$ cat config.mk
export PLATFORM = sky130hd
export DESIGN_NAME = state_reg_step
export DESIGN_NICKNAME = d
export VERILOG_FILES = /design/src/rtl/state_reg_step.sv
export SDC_FILE = /design/constraint.sdc
export NUM_CORES = 1
export LEC_CHECK = 0
export ABC_AREA = 1
export CAP_MARGIN = 10
export CORE_MARGIN = 2
export CORE_UTILIZATION = 59
export DETAILED_ROUTE_END_ITERATION = 7
export PLACE_DENSITY_LB_ADDON = 0.2
export SETUP_SLACK_MARGIN = 0.2
export SLEW_MARGIN = 0
export SYNTH_ARGS = -nofsm -noshare
export SYNTH_HDL_FRONTEND = slang
export SYNTH_SLANG_ARGS = --single-unit
$ cat constraint.sdc
create_clock -name clock_50MHz -period 2 [get_ports clock_50MHz]
set_input_delay 0.4 -clock clock_50MHz [delete_from_list [all_inputs] [get_ports clock_50MHz]]
set_output_delay 0.4 -clock clock_50MHz [all_outputs]
set_load 0.005 [all_outputs]
$ cat src/rtl/state_reg_step.sv
// State register that loads nextS once per debounced button press, with optional auto-repeat.
// One clock domain throughout: the debounced level is only ever used as data.
module state_reg_step #(
   parameter int unsigned     WIDTH           = 4,
   parameter logic [WIDTH-1:0] RESET_STATE    = '0,
   parameter int unsigned     DEBOUNCE_CYCLES = 500000,
   parameter int unsigned     REPEAT_EN       = 0,
   parameter int unsigned     REPEAT_DELAY    = 25000000,
   parameter int unsigned     REPEAT_PERIOD   = 10000000
) (
   input  logic             clock_50MHz,
   input  logic             sync_Reset,
   input  logic             button_Step,
   input  logic [WIDTH-1:0] nextS,
   input  logic             step_Enable,
   output logic [WIDTH-1:0] sflipflop,
   output logic             step_Pulse,
   output logic             btn_Level
);

   localparam int unsigned     CntW      = $clog2(DEBOUNCE_CYCLES);
   localparam logic [CntW-1:0] CntMax    = CntW'(DEBOUNCE_CYCLES - 1);
   localparam int unsigned     RMax      = (REPEAT_DELAY > REPEAT_PERIOD) ? REPEAT_DELAY
                                                                          : REPEAT_PERIOD;
   localparam int unsigned     RcntW     = (RMax > 1) ? $clog2(RMax) : 1;
   localparam logic [RcntW-1:0] DelayMax  = RcntW'(REPEAT_DELAY - 1);
   localparam logic [RcntW-1:0] PeriodMax = RcntW'(REPEAT_PERIOD - 1);

   typedef enum logic [1:0] {StIdle, StHoldDelay, StHoldRepeat} state_e;

   logic [1:0]       sync_q;
   logic             b_s;
   logic [CntW-1:0]  cnt_q, cnt_d;
   logic             lvl_q, lvl_d;
   logic             lvl_prev_q;
   state_e           state_q, state_d;
   logic [RcntW-1:0] rcnt_q, rcnt_d;
   logic             fire;
   logic [WIDTH-1:0] sflipflop_q, sflipflop_d;
   logic             pulse_q, pulse_d;

   // Raw button is active-low; sync flops hold raw values, so "released" is 1.
   assign b_s = ~sync_q[1];

   always_comb begin
      cnt_d = '0;
      lvl_d = lvl_q;
      if (b_s != lvl_q) begin
         if (cnt_q == CntMax) begin
            lvl_d = b_s;
         end else begin
            cnt_d = cnt_q + CntW'(1);
         end
      end
   end

   always_comb begin
      state_d = state_q;
      rcnt_d  = rcnt_q;
      fire    = 1'b0;
      unique case (state_q)
         StIdle: begin
            rcnt_d = '0;
            if (lvl_q && !lvl_prev_q) begin
               fire = 1'b1;
               if (REPEAT_EN != 0) state_d = StHoldDelay;
            end
         end
         StHoldDelay: begin
            if (!lvl_q) begin
               state_d = StIdle;
               rcnt_d  = '0;
            end else if (rcnt_q == DelayMax) begin
               fire    = 1'b1;
               rcnt_d  = '0;
               state_d = StHoldRepeat;
            end else begin
               rcnt_d = rcnt_q + RcntW'(1);
            end
         end
         StHoldRepeat: begin
            // Release is checked first so it beats a coincident terminal count.
            if (!lvl_q) begin
               state_d = StIdle;
               rcnt_d  = '0;
            end else if (rcnt_q == PeriodMax) begin
               fire   = 1'b1;
               rcnt_d = '0;
            end else begin
               rcnt_d = rcnt_q + RcntW'(1);
            end
         end
         default: begin
            state_d = StIdle;
            rcnt_d  = '0;
         end
      endcase
   end

   // A gated-off step is dropped rather than held for later.
   always_comb begin
      sflipflop_d = sflipflop_q;
      pulse_d     = 1'b0;
      if (fire && step_Enable) begin
         sflipflop_d = nextS;
         pulse_d     = 1'b1;
      end
   end

   always_ff @(posedge clock_50MHz) begin
      if (sync_Reset) begin
         sync_q      <= 2'b11;
         cnt_q       <= '0;
         lvl_q       <= 1'b0;
         lvl_prev_q  <= 1'b0;
         state_q     <= StIdle;
         rcnt_q      <= '0;
         sflipflop_q <= RESET_STATE;
         pulse_q     <= 1'b0;
      end else begin
         sync_q      <= {sync_q[0], button_Step};
         cnt_q       <= cnt_d;
         lvl_q       <= lvl_d;
         lvl_prev_q  <= lvl_q;
         state_q     <= state_d;
         rcnt_q      <= rcnt_d;
         sflipflop_q <= sflipflop_d;
         pulse_q     <= pulse_d;
      end
   end

   assign sflipflop  = sflipflop_q;
   assign step_Pulse = pulse_q;
   assign btn_Level  = lvl_q;

endmodule
Word-level counts from Yosys, hierarchy flattened
Index checks and enable logic that the tools add are counted.

Bits of input ports: 8. Memory bits (writable): 0. Register bits: 55. Memory bits (read-only): 0. Bits in latches: 0. Output and inout bits: 6. Memories: 0.

Equality and inequality tests: 8. Bitwise gates (word level): 3. Multiplexer cells: 16. Multipliers: 0. Reductions and logical operators: 7. Shift operators: 0. Divide/modulo/power cells: 0. $lt $le $gt $ge: 0. $add $sub $neg: 2.

Operators with widths (number): 2-to-1 mux 25 bit (4); one-hot mux 25 bit (2 select lines) (1); adder 25 x 1 -> 25 bit, second input constant (1); equality test 25 x 24 -> 1 bit, second input constant (1); equality test 25 bit, second input constant (1); adder 19 x 1 -> 19 bit, second input constant (1); equality test 19 bit, second input constant (1); 2-to-1 mux 1 bit (6); 2-to-1 mux 2 bit (3); one-hot mux 2 bit (3 select lines) (1); inequality test 3 bit, second input constant (1); NOT 1 bit (3); one-hot mux 1 bit (3 select lines) (1); AND reduction 3 bit (1); OR reduction 3 bit (1); equality test 2 x 1 -> 1 bit, second input constant (1); equality test 2 bit, second input constant (1); logical AND 1 bit (2); zero test 2 bit (1); inequality test 2 bit, second input constant (1); AND reduction 2 bit (1); zero test 1 bit (1); inequality test 1 bit (1).

Depth between registers and ports, before layout
Gate-level depths: netlist of the first run.

Word-level depth: 6. Gate-level depth with buffers: 9. Depth with buffers taken out: 9.

Worst setup path before layout of the first run
Ideal clock, no wire load.

Path kind: register to register. From: register cnt_q[0]. To: register cnt_q[12]. Arrival: 1.245 ns. Slack: 0.640 ns. Stages on the path, launching flop included: 8. Path buffers: 1. Cell sequence: dfxtp_1 -> ha_1 -> nand3_2 -> inv_2 -> nand3_2 -> o21ai_4 -> buf_6 -> nor2_1.

Cells in the longest elaborated chain, start to end: 2.

RTL lines: from (decl) (line 33) `logic [CntW-1:0] cnt_q, cnt_d;`; from (signal assigned) (line 122) `cnt_q <= cnt_d;`; parallel branches: the longest is 2 deep, another holds adder 19 x 1 -> 19 bit.

Several ways; the timed one is not identified. A chain may end at the register's enable or synchronous reset.

Final worst setup path of the first run
From: register lvl_q (netlist: btn_Level). To: output btn_Level.

RTL lines: from (decl) (line 34) `logic lvl_q, lvl_d;`; from (signal assigned) (line 123) `lvl_q <= lvl_d;`; to (decl) (line 18) `output logic btn_Level`.

No word-level cell between the ends.

==> flow_metrics.env, run 1 <==
export IMPL_final_common_cell="nor2_1"
export IMPL_intPower_w=0.0006458
export IMPL_cts_resized=0
export IMPL_finalNetCount=225
export IMPL_arrival_ns=1.29
export IMPL_placedCellCount=239
export IMPL_power_switching_w=0.0001609
export IMPL_nFillCells=197
export IMPL_ir_worst_vdd_uv=414.7
export IMPL_ys_seq_elements=28
export IMPL_antenna_found_initial=0
export IMPL_layout_drive_gt1_share_pct=4.673
export IMPL_crit_fanout=5
export IMPL_regToRegEndpoint="cnt_q[4]"
export IMPL_combPwrFrac_pct=2.9
export IMPL_worst_slew_pin_slew_ns=0.4251
export IMPL_cts_setup_buffers=0
export IMPL_outcome="finished, final reports clean"
export IMPL_gp_congestion=0.9131
export IMPL_htree_levels=1
export IMPL_overflow=0
export IMPL_synth_cell_type_count=16
export IMPL_path_cells="clkdlybuf4s50_1"
export IMPL_final_max_slew_viol_count=0
export IMPL_end_kind="primary output"
export IMPL_ys_warn_count=0
export IMPL_rows=17
export IMPL_cpLargestDelayFamily="buffers and inverters"
export IMPL_ant_nets=0
export IMPL_netlist_instances=199
export IMPL_r2r_setup_slack_ns=0.41
export IMPL_initial_core_util_pct=61.48
export IMPL_path_class="flop to primary output"
export IMPL_grt_pass1_wl_mm=4.692
export IMPL_grt_usage_pct=23.04
export IMPL_hold_buffers=0
export IMPL_syn_area_um2=1334
export IMPL_ios=14
export IMPL_cts_clk_slew_worst_paths_ns=0.14
export IMPL_rsz0062_at_grt="no"
export IMPL_startpoint_type="flop"
export IMPL_initialDrtViolationCount=23
export IMPL_hold_depth=1
export IMPL_via_per_inst=4.938
export IMPL_route_detailed_wl_per_inst_um=10.68
export IMPL_min_path_type="flop to flop"
export IMPL_finalClockSkew_ns=0.01188
export IMPL_drc=0
export IMPL_cp_slowest_cell="clkdlybuf4s50_1"
export IMPL_synthesis_nets=208
export IMPL_fp_dieW_um=51.55
export IMPL_pwr_share_clk_pct=27.4
export IMPL_required_ns=1.60
export IMPL_ff_latch_area_um2=560.5
export IMPL_fmax_mhz=592.2
export IMPL_finalSetupViolCount=0
export IMPL_p_seq_share_pct=69.6
export IMPL_p_sw_share_pct=19.94
export IMPL_multiInputGateArea_um2=664.4
export IMPL_clkLatencyLatePin_ns=0.32
export IMPL_hold_viol=0
export IMPL_period_share_pct=84.43
export IMPL_maxCapViolations=0
export IMPL_critPathBufInv=1
export IMPL_layout_common_cells="nor2_1, nand2_1, dfxtp_1, inv_1, clkdlybuf4s50_1"
export IMPL_clkSinkCount=28
export IMPL_dp_hpwl_mm=2.058
export IMPL_area_growth_pct=13.23
export IMPL_min_from="sync_q[0]"
export IMPL_grt_max_degree=17
export IMPL_cpPeakStageDelay_ns=0.53
export IMPL_core_region_area_um2=2170
export IMPL_min_to="sync_q[1]"
export IMPL_syn_area_per_cell_um2=6.702
export IMPL_firstDrtPassIters=4
export IMPL_clockBufferDepth=2
export IMPL_cts_tree="built"
export IMPL_io_buffer_count=13
export IMPL_cts_buffers_inserted=3
export IMPL_wirelength_mm=2.585
export IMPL_stdcell_count=242
export IMPL_antenna_cells=0
export IMPL_worstReg2RegStart="cnt_q[0]"
export IMPL_synth_seq_area_share_pct=42.03
export IMPL_period_needed_ns=1.689
export IMPL_r2r_cells=6
export IMPL_maxSlewHeadroom_pct=71.55
export IMPL_p_per_area_nw_per_um2=534.2
export IMPL_cts_root_buf="clkbuf_4"
export IMPL_p_leak_nw=0.5571
export IMPL_tns_ns=0
export IMPL_vias=1195
export IMPL_die_area_um2=2657
export IMPL_grt_pass1_vias=1156
export IMPL_die_h_um=51.55
## area by class of cell
cell class | count | area share, %
Timing Repair Buffer | 13 | 8.616
Multi-Input combinational cell | 144 | 43.99
Inverter | 26 | 6.462
Clock buffer | 3 | 1.491
Sequential cell | 28 | 37.12
Tap cell | 28 | 2.320
## cells in the mapped netlist (all sizes together)
cell | count | area (µm²)
a21oi | 3 | 15.01
nand3 | 10 | 60.06
or2 | 3 | 18.77
buf | 1 | 11.26
xnor2 | 1 | 8.760
xor2 | 9 | 78.83
nor2 | 56 | 210.2
inv | 26 | 97.59
nand4 | 4 | 25.02
dfxtp | 28 | 560.5
ha | 1 | 12.51
nand2 | 49 | 183.9
o21ai | 8 | 51.30
## state kept, by name, indices dropped and copies added, names as in the netlist
name        cells
cnt_q          19
sync_q          2
step_Pulse      1
btn_Level       1
sflipflop       4
lvl_prev_q      1
## cells by family (layout without fill, tap and decap cells)
kind of cell	count (synthesis)	after routing	synth area share, %
AND/OR/NAND/NOR	122	122	37.34
adder cells (fa/ha/maj)	1	1	0.9379
AO/OA/AOI/OAI	11	11	4.972
buffers and inverters	27	42	8.161
flip-flops	28	28	42.03
XOR/XNOR	10	10	6.567
## power by group through the flow
| stage | sequential (W) | clock [W] | combinational, W |
|---|---|---|---|
| 5_1_grt | 0.000563 | 0.000248 | 0.0000266 |
| 3_3_place_gp | 0.000574 | 0 | 0.0000234 |
| 3_5_place_dp | 0.000574 | 0 | 0.0000237 |
| 2_1_floorplan | 0.000574 | 0 | 0.00000870 |
| 6_report | 0.000562 | 0.000221 | 0.0000236 |
| 4_1_cts | 0.000562 | 0.000228 | 0.0000239 |
## per-stage QoR
stage                     utilization (%)  hold WS, ns  power [W]  area, µm²  setup WS [ns]
final                               69.61       0.4450  0.0008067       1510         0.3115
after global routing                69.61       0.4676  0.0008368       1510         0.2069
after CTS                           69.61       0.4493  0.0008143       1510         0.3023
after detailed placement            68.57       0.4121  0.0005978       1488         0.4138
after global placement              68.57       0.4084  0.0005973       1488         0.4290
after floorplan                         -       0.3895  0.0005824       1334         0.6402
## worst register-to-register path: cells and delay by family, from the launching register on
kind | cells | cell delay [ns]
compound gates | 2 | 0.47
fa+ha+maj | 1 | 0.24
buf+inv | 1 | 0.10
flops | 1 | 0.43
simple gates | 2 | 0.24
## worst max path at each step
stage                            to  depth (start not counted)        from
after floorplan           cnt_q[12]                          7    cnt_q[0]
after detailed placement  cnt_q[18]                          6  sync_Reset
after global placement    cnt_q[18]                          6  sync_Reset
after CTS                 btn_Level                          1   btn_Level
final                     btn_Level                          1   btn_Level
after global routing      cnt_q[18]                          7    cnt_q[0]
## metal layers
layer | vias to the layer above | routed length [µm] | GRT usage, %
li1 | 638 | - | -
met1 | 522 | 1151 | 27.29
met2 | 27 | 1267 | 40.38
met3 | 8 | 98 | 4.023
met4 | 0 | 68 | 10.53
met5 | - | 0 | 0
Note: power is estimated with default switching activity, not from simulation.
==> inputs of run 2 (changes only) <==
--- a/config.mk
+++ b/config.mk
@@ -8,7 +8,7 @@
 export ABC_AREA = 1
 export CAP_MARGIN = 10
 export CORE_MARGIN = 2
-export CORE_UTILIZATION = 59
+export CORE_UTILIZATION = 55
 export DETAILED_ROUTE_END_ITERATION = 7
 export PLACE_DENSITY_LB_ADDON = 0.2
 export SETUP_SLACK_MARGIN = 0.2
==> constraint.sdc (replaced) <==
create_clock -name clock_50MHz -period 1.6 [get_ports clock_50MHz]
set_input_delay 0.32 -clock clock_50MHz [delete_from_list [all_inputs] [get_ports clock_50MHz]]
set_output_delay 0.32 -clock clock_50MHz [all_outputs]
set_load 0.005 [all_outputs]
==> run 2 against run 1 <==
  * Sequential cell count unchanged
  * Largest power group unchanged
  * Sequential share of layout area down 2.6 points
  * Via count up 7.2%
  * Critical path depth up 6
  * Count of clock-buffer cells in the layout unchanged
  * Register-to-register slack worse by 0.13 ns
  * Critical path type is now flop to flop
  * Clock power up 110%
  * Clock skew down 0.0036 ns
  * Cell area up 9.5%
  * Non-clock buffer count up 7
  * Setup slack worse by 0.030 ns
  * Combinational power up 67%
  * Critical endpoint is now cnt_q[4]
==> flow_metrics.env, run 2 (synthesis gave the netlist of run 1 again) <==
export IMPL_outcome="finished, final reports clean"
export IMPL_fp_dieW_um=53.25
export IMPL_die_h_um=53.25
export IMPL_worstReg2RegStart="cnt_q[0]"
export IMPL_grt_pass1_wl_mm=4.526
export IMPL_path_class="flop to flop"
export IMPL_area_growth_pct=24.02
export IMPL_clockBufferDepth=2
export IMPL_largest_register_ff_count=19
export IMPL_cts_root_buf="clkbuf_4"
export IMPL_worst_slew_pin_slew_ns=0.2551
export IMPL_cts_buffers_inserted=3
export IMPL_period_needed_ns=1.319
export IMPL_ant_nets=0
export IMPL_period_share_pct=82.43
export IMPL_pwr_share_clk_pct=38.1
export IMPL_tns_ns=0
export IMPL_finalSetupViolCount=0
export IMPL_p_per_area_nw_per_um2=725.0
export IMPL_power_switching_w=0.0002213
export IMPL_finalClockSkew_ns=0.008300
export IMPL_nFillCells=184
export IMPL_ios=14
export IMPL_required_ns=1.83
export IMPL_end_kind="flop"
export IMPL_rows=17
export IMPL_clkLatencyLatePin_ns=0.33
export IMPL_arrival_ns=1.55
export IMPL_wirelength_mm=2.953
export IMPL_grt_pass1_vias=1099
export IMPL_overflow=0
export IMPL_layout_common_cells="nor2_1, nand2_1, inv_1, dfxtp_1, xor2_1"
export IMPL_maxCapViolations=0
export IMPL_initialDrtViolationCount=43
export IMPL_cts_clk_slew_worst_paths_ns=0.15
export IMPL_drc=0
export IMPL_gp_congestion=0.8910
export IMPL_dp_hpwl_mm=2.207
export IMPL_p_leak_nw=0.6579
export IMPL_stdcell_count=250
export IMPL_hold_viol=0
export IMPL_clkSinkCount=28
export IMPL_antenna_cells=0
export IMPL_rsz0062_at_grt="yes"
export IMPL_final_max_slew_viol_count=0
export IMPL_finalNetCount=232
export IMPL_die_area_um2=2835
export IMPL_fmax_mhz=758.3
export IMPL_min_path_type="flop to flop"
export IMPL_grt_max_degree=17
export IMPL_antenna_found_initial=0
export IMPL_fin_area_um2=1654
export IMPL_cts_tree="built"
export IMPL_placedCellCount=243
export IMPL_grt_usage_pct=21.96
export IMPL_min_from="sync_q[0]"
export IMPL_top_register="cnt_q"
export IMPL_p_seq_share_pct=58.6
export IMPL_ir_worst_vdd_uv=729.1
export IMPL_crit_fanout=16
export IMPL_initial_core_util_pct=59.16
export IMPL_p_sw_share_pct=18.46
export IMPL_final_common_cell="nor2_1"
export IMPL_intPower_w=0.0009779
export IMPL_route_detailed_wl_per_inst_um=11.81
export IMPL_maxSlewHeadroom_pct=82.93
export IMPL_r2r_setup_slack_ns=0.28
export IMPL_combPwrFrac_pct=3.3
export IMPL_htree_levels=1
export IMPL_io_buffer_count=13
export IMPL_layout_drive_gt1_share_pct=13.96
export IMPL_core_region_area_um2=2255
export IMPL_critPathLaunch="cnt_q[0]"
export IMPL_via_per_inst=5.124
export IMPL_firstDrtPassIters=4
export IMPL_startpoint_type="flop"
export IMPL_place_area_um2=1530
export IMPL_vias=1281
-- run 2: changes by cell type in the layout (fill, tap and decap cells not counted), moves of 2 or more --
cell,previous run,this run
dfxtp_1,28,20
dfxtp_2,0,8
buf_4,0,6
clkdlybuf4s50_1,13,7
dlygate4sd2_1,0,5
nor2_1,56,52
nor2_2,0,3
nand3_2,2,0
nand3_4,0,2
-- run 2: timing repair --
item | 4_1_cts | 5_1_grt
pin swaps | 0 | 1
endpoints found under the setup margin | 26 | 21
resized for setup | 13 | 11
hold buffers | 0 | 0
buffers inserted | 1 | 2
-- run 2: path summary, 6_finish.rpt --
| check | to | cells past startpoint |
|---|---|---|
| worst max register to register | cnt_q[4] | 7 |
| worst min-delay path | sync_q[1] | 1 |
| worst min register to register | sync_q[1] | 1 |
| worst max-delay path | cnt_q[4] | 7 |
-- run 2: stage by stage --
stage / hold WS [ns] / utilization [%] / total power (W) / worst slack, ns
detailed placement: 0.4069 / 67.87 / 0.0007551 / 0.1099
CTS: 0.4425 / 70.70 / 0.001210 / 0.1070
global placement: 0.4018 / 67.87 / 0.0007527 / 0.2014
finish: 0.4384 / 73.36 / 0.001199 / 0.2812
global route: 0.4529 / 73.36 / 0.001241 / 0.1883
floorplan: 0.3895 / - / 0.0007280 / 0.2402
-- run 2: routing by layer --
layer  up-vias  share of wire [%]  wire [µm]  track usage, %
li1        651                  -          -               -
met1       597                 43       1283           27.77
met2        31                 52       1523           37.45
met3         2                4.6        136           5.932
met4         0               0.34         10           3.846
met5         -                  0          0               0
-- run 2: power groups by stage --
stage | combinational (W) | sequential, W | clock [W]
2_1_floorplan | 0.0000109 | 0.000717 | 0
3_3_place_gp | 0.0000357 | 0.000717 | 0
3_5_place_dp | 0.0000381 | 0.000717 | 0
4_1_cts | 0.0000381 | 0.000702 | 0.000470
5_1_grt | 0.0000417 | 0.000703 | 0.000497
6_report | 0.0000394 | 0.000702 | 0.000458
-- run 2: critical path, stage by stage, from the launching register on --
cell	delay, ns
dfxtp_2	0.38
ha_4	0.16
nand3_4	0.10
inv_2	0.11
nand3_4	0.10
o21ai_4	0.16
buf_12	0.16
a21oi_1	0.05
-- run 2: area by class of cell --
cell class	instances	area, µm²	area share (%)
Sequential cell	28	570.5	34.49
Tap cell	28	35.03	2.118
Timing Repair Buffer	20	191.4	11.57
Clock buffer	3	22.52	1.362
Clock inverter	1	30.03	1.815
Inverter	26	97.59	5.900
Multi-Input combinational cell	144	706.9	42.74
==> inputs of run 3 (changes only) <==
--- a/config.mk
+++ b/config.mk
@@ -8,7 +8,7 @@
 export ABC_AREA = 1
 export CAP_MARGIN = 10
 export CORE_MARGIN = 2
-export CORE_UTILIZATION = 55
+export CORE_UTILIZATION = 49
 export DETAILED_ROUTE_END_ITERATION = 7
 export PLACE_DENSITY_LB_ADDON = 0.2
 export SETUP_SLACK_MARGIN = 0.2
==> constraint.sdc (replaced) <==
create_clock -name clock_50MHz -period 1.1 [get_ports clock_50MHz]
set_input_delay 0.22 -clock clock_50MHz [delete_from_list [all_inputs] [get_ports clock_50MHz]]
set_output_delay 0.22 -clock clock_50MHz [all_outputs]
set_load 0.005 [all_outputs]
==> run 3 against run 2 <==
  * The run now ends with negative setup slack left
  * Maximum frequency grew 1.6%
  * Via count rose by 12%
  * Register-to-register slack worse by 0.48 ns
  * Final cell count increased by 16%
  * Highest routed layer unchanged
==> flow_metrics.env, run 3 (synthesis gave the netlist of run 1 again) <==
export IMPL_overflow=0
export IMPL_critPathBufInv=2
export IMPL_min_from="button_Step"
export IMPL_final_max_slew_viol_count=0
export IMPL_ir_worst_vdd_uv=1067
export IMPL_fmax_mhz=770.1
export IMPL_ant_nets=0
export IMPL_hold_depth=2
export IMPL_r2r_cells=7
export IMPL_final_common_cell="nand2_1"
export IMPL_route_detailed_wl_per_inst_um=11.83
export IMPL_nFillCells=163
export IMPL_r2r_setup_slack_ns=-0.20
export IMPL_cpPeakStageDelay_ns=0.41
export IMPL_startpoint_type="flop"
export IMPL_top_register="cnt_q"
export IMPL_maxCapViolations=0
export IMPL_cts_root_buf="clkbuf_4"
export IMPL_p_leak_nw=0.8446
export IMPL_cts_tree="built"
export IMPL_hold_viol=0
export IMPL_hold_buffers=0
export IMPL_antenna_found_initial=0
export IMPL_initialDrtViolationCount=29
export IMPL_antenna_cells=0
export IMPL_grt_usage_pct=22.42
export IMPL_wirelength_mm=3.432
export IMPL_layout_drive_gt1_share_pct=37.31
export IMPL_end_kind="flop"
export IMPL_p_total_w=0.001569
export IMPL_period_share_pct=118.0
export IMPL_drc=0
export IMPL_grt_pass1_vias=1399
export IMPL_grt_pass1_wl_mm=5.720
export IMPL_gp_congestion=0.8676
export IMPL_path_common_cell="nand3_4"
export IMPL_period_needed_ns=1.299
export IMPL_clockBufferDepth=2
export IMPL_cts_clk_slew_worst_paths_ns=0.15
export IMPL_min_to="sync_q[0]"
export IMPL_firstDrtPassIters=4
export IMPL_cpLargestDelayFamily="flip-flops"
export IMPL_outcome="finished with violations"
export IMPL_violations="negative setup slack"
export IMPL_rsz0062_at_grt="yes"
export IMPL_clkLatencyLatePin_ns=0.32
export IMPL_clkSinkCount=28
export IMPL_layout_common_cells="nand2_1, nor2_1, buf_4, inv_1, dfxtp_1"
export IMPL_cts_buffers_inserted=3
export IMPL_worstReg2RegStart="cnt_q[0]"
export IMPL_cp_slowest_cell="dfxtp_4"
export IMPL_regToRegEndpoint="cnt_q[3]"
export IMPL_maxSlewHeadroom_pct=82.48
export IMPL_die_area_um2=3155
export IMPL_required_ns=1.33
export IMPL_finalSetupViolCount=22
export IMPL_vias=1439
export IMPL_area_growth_pct=50.00
export IMPL_finalNetCount=270
export IMPL_p_per_area_nw_per_um2=784.3
export IMPL_timing_final_ws_setup_ns=-0.1985
export IMPL_core_region_area_um2=2522
export IMPL_min_path_type="primary input to flop"
export IMPL_path_cells="ha_4 -> nand3_4 -> inv_4 -> nand3_4 -> o21ai_4 -> buf_6 -> nor2_1"
export IMPL_fp_dieW_um=56.17
export IMPL_ios=14
export IMPL_worst_slew_pin_slew_ns=0.2618
export IMPL_crit_fanout=8
export IMPL_largest_register_ff_count=19
export IMPL_finalClockSkew_ns=0.004670
export IMPL_arrival_ns=1.53
export IMPL_rows=18
export IMPL_tns_ns=-3.492
export IMPL_via_per_inst=4.962
export IMPL_io_buffer_count=13
export IMPL_die_h_um=56.17
export IMPL_dp_hpwl_mm=2.514
export IMPL_grt_max_degree=16
export IMPL_htree_levels=1
export IMPL_path_class="flop to flop"
export IMPL_initial_core_util_pct=52.88
[run 3: worst max path at each step]
| stage | startpoint | endpoint | slack, ns | cells after the start |
|---|---|---|---|---|
| 2_1_floorplan | cnt_q[1] | cnt_q[0] | -0.19 | 7 |
| 3_3_place_gp | sync_Reset | cnt_q[13] | -0.21 | 6 |
| 3_5_place_dp | cnt_q[0] | cnt_q[0] | -0.25 | 7 |
| 4_1_cts | cnt_q[1] | cnt_q[6] | -0.19 | 7 |
| 5_1_grt | btn_Level | cnt_q[4] | -0.28 | 7 |
| 6_report | cnt_q[0] | cnt_q[3] | -0.20 | 7 |
[run 3: per-layer routing]
layer / vias to the layer above / GRT usage (%) / routed length [µm]
met2: 34 / 42.02 / 1827
met3: 9 / 2.558 / 105
met4: 0 / 9.524 / 78
met5: - / 0 / 0
met1: 666 / 25.18 / 1421
li1: 730 / - / -
[run 3: power breakdown]
group / leakage [nW] / switching [W] / internal (W)
sequential: 0.234 / 0.00000342 / 0.00101
clock: 0.0210 / 0.000292 / 0.000203
combinational: 0.589 / 0.0000235 / 0.0000381
[run 3: cell type report]
type                            count  area [µm²]  area share [%]
Multi-Input combinational cell    144       763.2           38.15
Sequential cell                    28       588.1           29.39
Timing Repair Buffer               58       473.0           23.64
Inverter                           26       102.6           5.128
Tap cell                           30       37.54           1.876
Clock buffer                        4       36.28           1.814
[run 3: per-stage QoR]
step           cell area, µm²  utilization, %  instances  hold WS (ns)  setup WS (ns)
2_1_floorplan            1373               -        199        0.2913        -0.1876
3_3_place_gp             1814           71.92        279        0.3947        -0.2057
3_5_place_dp             1814           71.92        279        0.4037        -0.2493
4_1_cts                  1934           76.69        286        0.4384        -0.1936
5_1_grt                  2001           79.32        290        0.4470        -0.2788
6_report                 2001           79.32        290        0.4474        -0.1985
[run 3: repair_timing]
action,CTS,global route
pin swaps,10,2
setup buffers,3,4
gates resized for setup,61,14
endpoints found under the setup margin,31,31
